<file path="src/rtl/sec_fir_mc.sv">
// rtl/sec_fir_mc.sv - multichannel time-multiplexed serial FIR with one shared MAC
// Purpose: NCH independent channels, each with a circular delay line of Num_coef
//   samples, filtered by one shared multiply-accumulate against a common,
//   run-time-writable coefficient RAM. One sample is processed at a time.
// Optional feature: define SEC_FIR_SAT_EN to saturate dout instead of wrapping.
// Ports:
//   clk, rst (async, active-low)
//   din/ch_in/val_in  sample input; rdy high when a sample can be taken
//   coef_we/coef_addr/coef_din  coefficient write port, honoured only while rdy
//   dout/ch_out/val_out  filtered sample with its channel, one-cycle strobe
//   ovf  sticky flag, set whenever a sample is dropped
module sec_fir_mc #(
  parameter int Win      = 16,
  parameter int Wc       = 18,
  parameter int Num_coef = 17,
  parameter int NCH      = 2,
  parameter int Wout     = 19,
  parameter int Shift    = 15
) (
  input  logic                  clk,
  input  logic                  rst,
  input  logic [Win-1:0]        din,
  input  logic [((NCH > 1) ? $clog2(NCH) : 1)-1:0] ch_in,
  input  logic                  val_in,
  output logic                  rdy,
  input  logic                  coef_we,
  input  logic [$clog2(Num_coef)-1:0] coef_addr,
  input  logic [Wc-1:0]         coef_din,
  output logic [Wout-1:0]       dout,
  output logic [((NCH > 1) ? $clog2(NCH) : 1)-1:0] ch_out,
  output logic                  val_out,
  output logic                  ovf
);

  localparam int CHW = (NCH > 1) ? $clog2(NCH) : 1;
  localparam int CIW = $clog2(Num_coef);
  localparam int LW  = NCH * Num_coef;
  localparam int LAW = (LW > 1) ? $clog2(LW) : 1;
  localparam int PW  = Win + Wc;
  localparam int AW  = PW + CIW;

  localparam logic [CHW:0]     NCH_W    = (CHW + 1)'(NCH);
  localparam logic [LAW-1:0]   NC_L     = LAW'(Num_coef);
  localparam logic [LAW-1:0]   CLR_LAST = LAW'(LW - 1);
  localparam logic [CIW-1:0]   TAP_LAST = CIW'(Num_coef - 1);
  localparam logic [CIW:0]     NC_C     = (CIW + 1)'(Num_coef);

  typedef enum logic [1:0] {S_CLEAR, S_IDLE, S_MAC, S_DRAIN} state_t;

  // Storage: delay lines laid out channel-major, coefficients shared.
  logic [Win-1:0] dline_mem [LW];
  logic [Wc-1:0]  coef_mem  [Num_coef];

  state_t         state_q, state_d;
  logic [LAW-1:0] clr_q, clr_d;
  logic [CIW-1:0] wptr_q [NCH];
  logic [CIW-1:0] wptr_d [NCH];
  logic [CHW-1:0] ch_q, ch_d;
  logic [CIW-1:0] tap_q, tap_d;
  logic [CIW-1:0] ridx_q, ridx_d;
  logic [1:0]     drn_q, drn_d;
  logic           rdy_q, rdy_d;
  logic           ovf_q, ovf_d;
  logic           val_out_q, val_out_d;
  logic [Wout-1:0] dout_q, dout_d;
  logic [CHW-1:0] ch_out_q, ch_out_d;

  // MAC pipeline: RAM read reg -> operand reg -> product reg -> accumulator.
  logic [Win-1:0] x_rd_q, x_rd_d, x_op_q, x_op_d;
  logic [Wc-1:0]  h_rd_q, h_rd_d, h_op_q, h_op_d;
  logic           v1_q, v1_d, v2_q, v2_d, v3_q, v3_d;
  logic           f1_q, f1_d, f2_q, f2_d, f3_q, f3_d;
  logic [PW-1:0]  prod_q, prod_d;
  logic [AW-1:0]  acc_q, acc_d;

  logic           dl_we;
  logic [LAW-1:0] dl_waddr;
  logic [Win-1:0] dl_wdata;
  logic [LAW-1:0] rd_addr;
  logic           ch_ok, accept, drop, cf_we;
  logic signed [PW-1:0] x_ext, h_ext;
  logic signed [AW-1:0] prod_ext;
  logic [Wout-1:0] res;

  assign ch_ok   = ({1'b0, ch_in} < NCH_W);
  assign accept  = rdy_q && val_in && ch_ok;
  assign drop    = val_in && !(rdy_q && ch_ok);
  assign cf_we   = coef_we && rdy_q && ({1'b0, coef_addr} < NC_C);
  assign rd_addr = LAW'(ch_q) * NC_L + LAW'(ridx_q);

  always_comb begin
    state_d   = state_q;
    clr_d     = clr_q;
    wptr_d    = wptr_q;
    ch_d      = ch_q;
    tap_d     = tap_q;
    ridx_d    = ridx_q;
    drn_d     = drn_q;
    rdy_d     = rdy_q;
    ovf_d     = ovf_q | drop;
    val_out_d = 1'b0;
    dout_d    = dout_q;
    ch_out_d  = ch_out_q;
    dl_we     = 1'b0;
    dl_waddr  = clr_q;
    dl_wdata  = '0;

    v1_d   = 1'b0;
    f1_d   = 1'b0;
    x_rd_d = dline_mem[rd_addr];
    h_rd_d = coef_mem[tap_q];
    x_op_d = x_rd_q;
    h_op_d = h_rd_q;
    v2_d   = v1_q;
    f2_d   = f1_q;
    x_ext  = PW'($signed(x_op_q));
    h_ext  = PW'($signed(h_op_q));
    prod_d = x_ext * h_ext;
    v3_d   = v2_q;
    f3_d   = f2_q;
    prod_ext = AW'($signed(prod_q));
    acc_d  = acc_q;
    if (v3_q) begin
      // The first tap of a sample restarts the sum instead of adding to it.
      acc_d = f3_q ? prod_ext : acc_q + prod_ext;
    end

`ifdef SEC_FIR_SAT_EN
    // Saturate when the bits above the slice are not a sign extension of it.
    if (!acc_q[AW-1] && (|acc_q[AW-1:Shift+Wout-1])) begin
      res = {1'b0, {(Wout-1){1'b1}}};
    end else if (acc_q[AW-1] && !(&acc_q[AW-1:Shift+Wout-1])) begin
      res = {1'b1, {(Wout-1){1'b0}}};
    end else begin
      res = acc_q[Shift+Wout-1:Shift];
    end
`else
    res = acc_q[Shift+Wout-1:Shift];
`endif

    case (state_q)
      S_CLEAR: begin
        dl_we    = 1'b1;
        dl_waddr = clr_q;
        if (clr_q == CLR_LAST) begin
          state_d = S_IDLE;
          rdy_d   = 1'b1;
        end else begin
          clr_d = clr_q + LAW'(1);
        end
      end
      S_IDLE: begin
        if (accept) begin
          dl_we    = 1'b1;
          dl_waddr = LAW'(ch_in) * NC_L + LAW'(wptr_q[ch_in]);
          dl_wdata = din;
          ch_d     = ch_in;
          // Tap 0 reads the word just written; later taps walk backwards.
          ridx_d   = wptr_q[ch_in];
          tap_d    = '0;
          wptr_d[ch_in] = (wptr_q[ch_in] == TAP_LAST) ? '0 : wptr_q[ch_in] + CIW'(1);
          state_d  = S_MAC;
          rdy_d    = 1'b0;
        end
      end
      S_MAC: begin
        v1_d   = 1'b1;
        f1_d   = (tap_q == '0);
        ridx_d = (ridx_q == '0) ? TAP_LAST : ridx_q - CIW'(1);
        tap_d  = tap_q + CIW'(1);
        if (tap_q == TAP_LAST) begin
          state_d = S_DRAIN;
          drn_d   = '0;
        end
      end
      default: begin
        // Four cycles let the last tap reach the accumulator.
        if (drn_q == 2'd3) begin
          state_d   = S_IDLE;
          rdy_d     = 1'b1;
          val_out_d = 1'b1;
          dout_d    = res;
          ch_out_d  = ch_q;
        end else begin
          drn_d = drn_q + 2'd1;
        end
      end
    endcase
  end

  always_ff @(posedge clk or negedge rst) begin
    if (!rst) begin
      state_q   <= S_CLEAR;
      clr_q     <= '0;
      for (int i = 0; i < NCH; i++) wptr_q[i] <= '0;
      ch_q      <= '0;
      tap_q     <= '0;
      ridx_q    <= '0;
      drn_q     <= '0;
      rdy_q     <= 1'b0;
      ovf_q     <= 1'b0;
      val_out_q <= 1'b0;
      dout_q    <= '0;
      ch_out_q  <= '0;
      x_rd_q    <= '0;
      h_rd_q    <= '0;
      x_op_q    <= '0;
      h_op_q    <= '0;
      v1_q      <= 1'b0;
      v2_q      <= 1'b0;
      v3_q      <= 1'b0;
      f1_q      <= 1'b0;
      f2_q      <= 1'b0;
      f3_q      <= 1'b0;
      prod_q    <= '0;
      acc_q     <= '0;
    end else begin
      state_q   <= state_d;
      clr_q     <= clr_d;
      wptr_q    <= wptr_d;
      ch_q      <= ch_d;
      tap_q     <= tap_d;
      ridx_q    <= ridx_d;
      drn_q     <= drn_d;
      rdy_q     <= rdy_d;
      ovf_q     <= ovf_d;
      val_out_q <= val_out_d;
      dout_q    <= dout_d;
      ch_out_q  <= ch_out_d;
      x_rd_q    <= x_rd_d;
      h_rd_q    <= h_rd_d;
      x_op_q    <= x_op_d;
      h_op_q    <= h_op_d;
      v1_q      <= v1_d;
      v2_q      <= v2_d;
      v3_q      <= v3_d;
      f1_q      <= f1_d;
      f2_q      <= f2_d;
      f3_q      <= f3_d;
      prod_q    <= prod_d;
      acc_q     <= acc_d;
    end
  end

  // RAMs carry no reset: delay lines are zeroed by the CLEAR sweep and the
  // coefficients must survive a reset.
  always_ff @(posedge clk) begin
    if (dl_we) dline_mem[dl_waddr] <= dl_wdata;
    if (cf_we) coef_mem[coef_addr] <= coef_din;
  end

  assign rdy     = rdy_q;
  assign ovf     = ovf_q;
  assign val_out = val_out_q;
  assign dout    = dout_q;
  assign ch_out  = ch_out_q;

endmodule
</file>
<file path="config.mk">
export PLATFORM = sky130hd
export DESIGN_NAME = sec_fir_mc
export DESIGN_NICKNAME = d
export VERILOG_FILES = /design/src/rtl/sec_fir_mc.sv
export SDC_FILE = /design/constraint.sdc
export NUM_CORES = 2
export LEC_CHECK = 0
export CORE_MARGIN = 4
export CORE_UTILIZATION = 43
export CTS_BUF_LIST = sky130_fd_sc_hd__clkbuf_8 sky130_fd_sc_hd__clkbuf_16
export CTS_CLUSTER_DIAMETER = 100
export DETAILED_ROUTE_END_ITERATION = 10
export PLACE_DENSITY = 0.58
export SKIP_CTS_REPAIR_TIMING = 1
export SLEW_MARGIN = 15
export SYNTH_ARGS = -nofsm -noshare
export SYNTH_HDL_FRONTEND = slang
export SYNTH_SLANG_ARGS = --single-unit
</file>
<file path="constraint.sdc">
create_clock -name clk -period 8.7 [get_ports clk]
set_input_delay 1.74 -clock clk [delete_from_list [all_inputs] [get_ports clk]]
set_output_delay 1.74 -clock clk [all_outputs]
set_load 0.02 [all_outputs]
</file>
==> impl_metrics.yaml <==
synthesis:
  synth.distinct_cells: 73
  dominantRegCellSynth: "edfxtp_1"
  ys_async_sr_fraction_pct: 18.7
  synth.area.top_cells: "edfxtp_1, fa_1, mux4_2"
  synth_top_area_cell: "edfxtp_1"
  syn_area_um2: 52100
  synthCells: 3357
  syn_nets: 3828
  synth-edff-count: 850
  avgSynthCellArea_um2: 15.5
  yosysTopAreaCellShare_pct: 49.0
  yosysWarningCount: 0
  yosysSeqAreaShare_pct: 58.4
  ys_ff_latch: 1046
min_path:
  min_to: "f2_q$_DFF_PN0_"
  hp-class: "flop to flop"
  hold_start: "f1_q$_DFF_PN0_"
  hold_depth: 0
setup_path:
  start_kind: "flop"
  cp_data_arrival_time_ns: 7.17
  worstSetupPathType: "flop to flop"
  reg2reg_depth: 19
  worstPathRequired_ns: 9.27
  r2r_end: "prod_q[31]$_DFF_PN0_"
  rrSetupSlack_ns: 2.11
  r2r_start: "h_op_q[11]$_DFF_PN0_"
  crit_path_end_kind: "flop"
  worstPathMaxFanout: 16
clocking:
  clock_path_buffers: 3
  path_clk_slew_ns: 0.06
  cts_max_level: 3
  clock-sinks: 1046
  tritoncts: "yes"
  root_buffer: "clkbuf_16"
  insertion_delay_ns: 0.74
  cts_made_buffers: 108
global_route:
  top_usage_layer: "met2"
  grt_pass1_wl_um: 177000
  grt_pass1_vias: 28365
  grt.met3_usage_pct: 2.59
  gr-total-overflow: 0
  use_met1_pct: 27.3
  met2_usage_pct: 29.2
  antenna_found_initial: 4
  groute.usage.overall_pct: 18.3
  grt_max_degree: 136
finish:
  fillers: 10219
  drive_gt1_share_pct: 16.7
  syn2layout_area_growth_pct: 12.4
  mostFrequentLayoutCells: "edfxtp_1, inv_1, fa_1"
  final_common_cell: "edfxtp_1"
  fin_nets: 3926
sta:
  fmax_mhz: 152
  fin_hold_ws_ns: 0.247
  grt_setup_unrepaired: "no"
  setup_viol: 0
  slew_headroom_pct: 20.9
  period_needed_ns: 6.59
  skew_ns: 0.121
  period_share_pct: 75.8
  maxSlewViolCount: 0
  hold_viol: 0
  tightest_slew_ns: 1.19
  tns_ns: 0
die:
  rows: 127
  ioPinCount: 67
  start_util_pct: 43.4
  fp.dieH_um: 356
  fp.dieArea_um2: 127000
  die_w_um: 356
  core_um2: 120000
placed_design:
  hpwlAfterDp_um: 70900
  port_buffers: 66
  place.gp.congestion: 0.830
detailed_routing:
  ant_nets: 0
  wl_um: 114000
  first_pass_iters: 5
  vias_per_cell: 5.28
  drcViolationCount: 0
  dr_total_vias: 27226
  first_iter_violations: 2076
  wl_per_cell_um: 22.1
run:
  drv_cap: 0
status:
  status: "completed"
-- cell type report --
class                           count  area [um2]  area share, %
Antenna cell                        1        2.50        0.00427
Inverter                          366        1370           2.35
Clock buffer                      119        2850           4.87
Clock inverter                     81         692           1.18
Multi-Input combinational cell   1803       20000           34.2
Tap cell                         1612        2020           3.44
Sequential cell                  1046       30400           52.0
Timing Repair Buffer              130        1170           2.00
-- worst max-delay path: stages, from the launching register on --
cell,delay [ns]
dfrtp_1,0.76
nand2_1,0.18
fa_1,0.54
fa_1,0.52
fa_1,0.52
inv_1,0.05
fa_1,0.44
fa_1,0.51
inv_1,0.05
fa_1,0.47
inv_1,0.04
ha_1,0.34
a21oi_1,0.30
o221ai_1,0.18
o2bb2ai_1,0.17
o21ai_0,0.51
o211ai_1,0.26
a31o_2,0.28
a21oi_1,0.18
xnor2_1,0.14
-- cell families (layout without fill, tap and decap cells) --
| kind of cell | after synthesis | count (layout) | share of synthesized area [%] |
|---|---|---|---|
| AOI/OAI and AO/OA | 319 | 319 | 3.88 |
| xor gates and xnor gates | 75 | 75 | 1.26 |
| adders and majority gates | 427 | 427 | 14.4 |
| buffers and inverters | 508 | 696 | 3.70 |
| DFF | 1046 | 1046 | 58.4 |
| muxes | 317 | 317 | 12.2 |
| other | 0 | 1 | 0 |
| and+or+nand+nor | 665 | 665 | 6.17 |
-- worst max path at each step --
stage	slack (ns)	depth (start not counted)	to	start
after detailed placement	2.13	19	prod_q[31]$_DFF_PN0_	h_op_q[11]$_DFF_PN0_
after floorplan	2.76	24	prod_q[28]$_DFF_PN0_	x_op_q[8]$_DFF_PN0_
final	2.11	19	prod_q[31]$_DFF_PN0_	h_op_q[11]$_DFF_PN0_
after global placement	2.26	20	prod_q[31]$_DFF_PN0_	x_op_q[4]$_DFF_PN0_
after CTS	2.07	19	prod_q[31]$_DFF_PN0_	h_op_q[11]$_DFF_PN0_
after global routing	1.66	19	prod_q[31]$_DFF_PN0_	h_op_q[11]$_DFF_PN0_
-- sequential cells by signal (all words and copies together), names as in the netlist, 6 cells and up --
| register | cells |
|---|---|
| acc_q | 34 |
| clr_q | 6 |
| coef_mem | 306 |
| dline_mem | 544 |
| dout | 19 |
| h_op_d | 18 |
| h_op_q | 18 |
| prod_q | 34 |
| wptr_q | 10 |
| x_op_d | 16 |
| x_op_q | 16 |
-- through the flow --
step | std cells | utilization [%] | area [um2] | setup WS (ns)
detailed placement | 4957 | 45.8 | 55000 | 2.13
floorplan | 3357 | - | 52100 | 2.76
global route | 5157 | 48.8 | 58600 | 1.66
CTS | 5157 | 48.7 | 58600 | 2.07
global placement | 4957 | 45.8 | 55000 | 2.26
finish | 5158 | 48.8 | 58600 | 2.11
-- routing by layer --
metal,up-vias,wire length [um]
li1,12299,-
met1,14204,52900
met2,586,53900
met3,135,5510
met4,2,1790
met5,-,13
-- synth_stat cells, types with 5 or more instances --
cell / number
edfxtp_1: 850
inv_1: 365
fa_1: 291
mux4_2: 250
nand2_1: 229
dfrtp_1: 196
and2_1: 149
nor2_1: 142
ha_1: 136
clkbuf_1: 115
a21oi_1: 108
o21ai_0: 60
xnor2_1: 48
mux2_2: 40
nor2b_1: 36
a21o_1: 30
nand3_1: 28
xor2_1: 27
mux2i_1: 26
a211oi_1: 25
nand2b_1: 17
nor3_1: 17
a31oi_1: 16
buf_2: 15
o21a_1: 13
buf_1: 11
nand4_1: 10
o21bai_1: 10
and3_1: 8
or3_1: 8
nand3b_1: 5
o211ai_1: 5
o221ai_1: 5
o31ai_1: 5
Power is left out: the tool's default activity adds up to more than one toggle a clock period on the data nets, which glitch-free logic cannot reach.
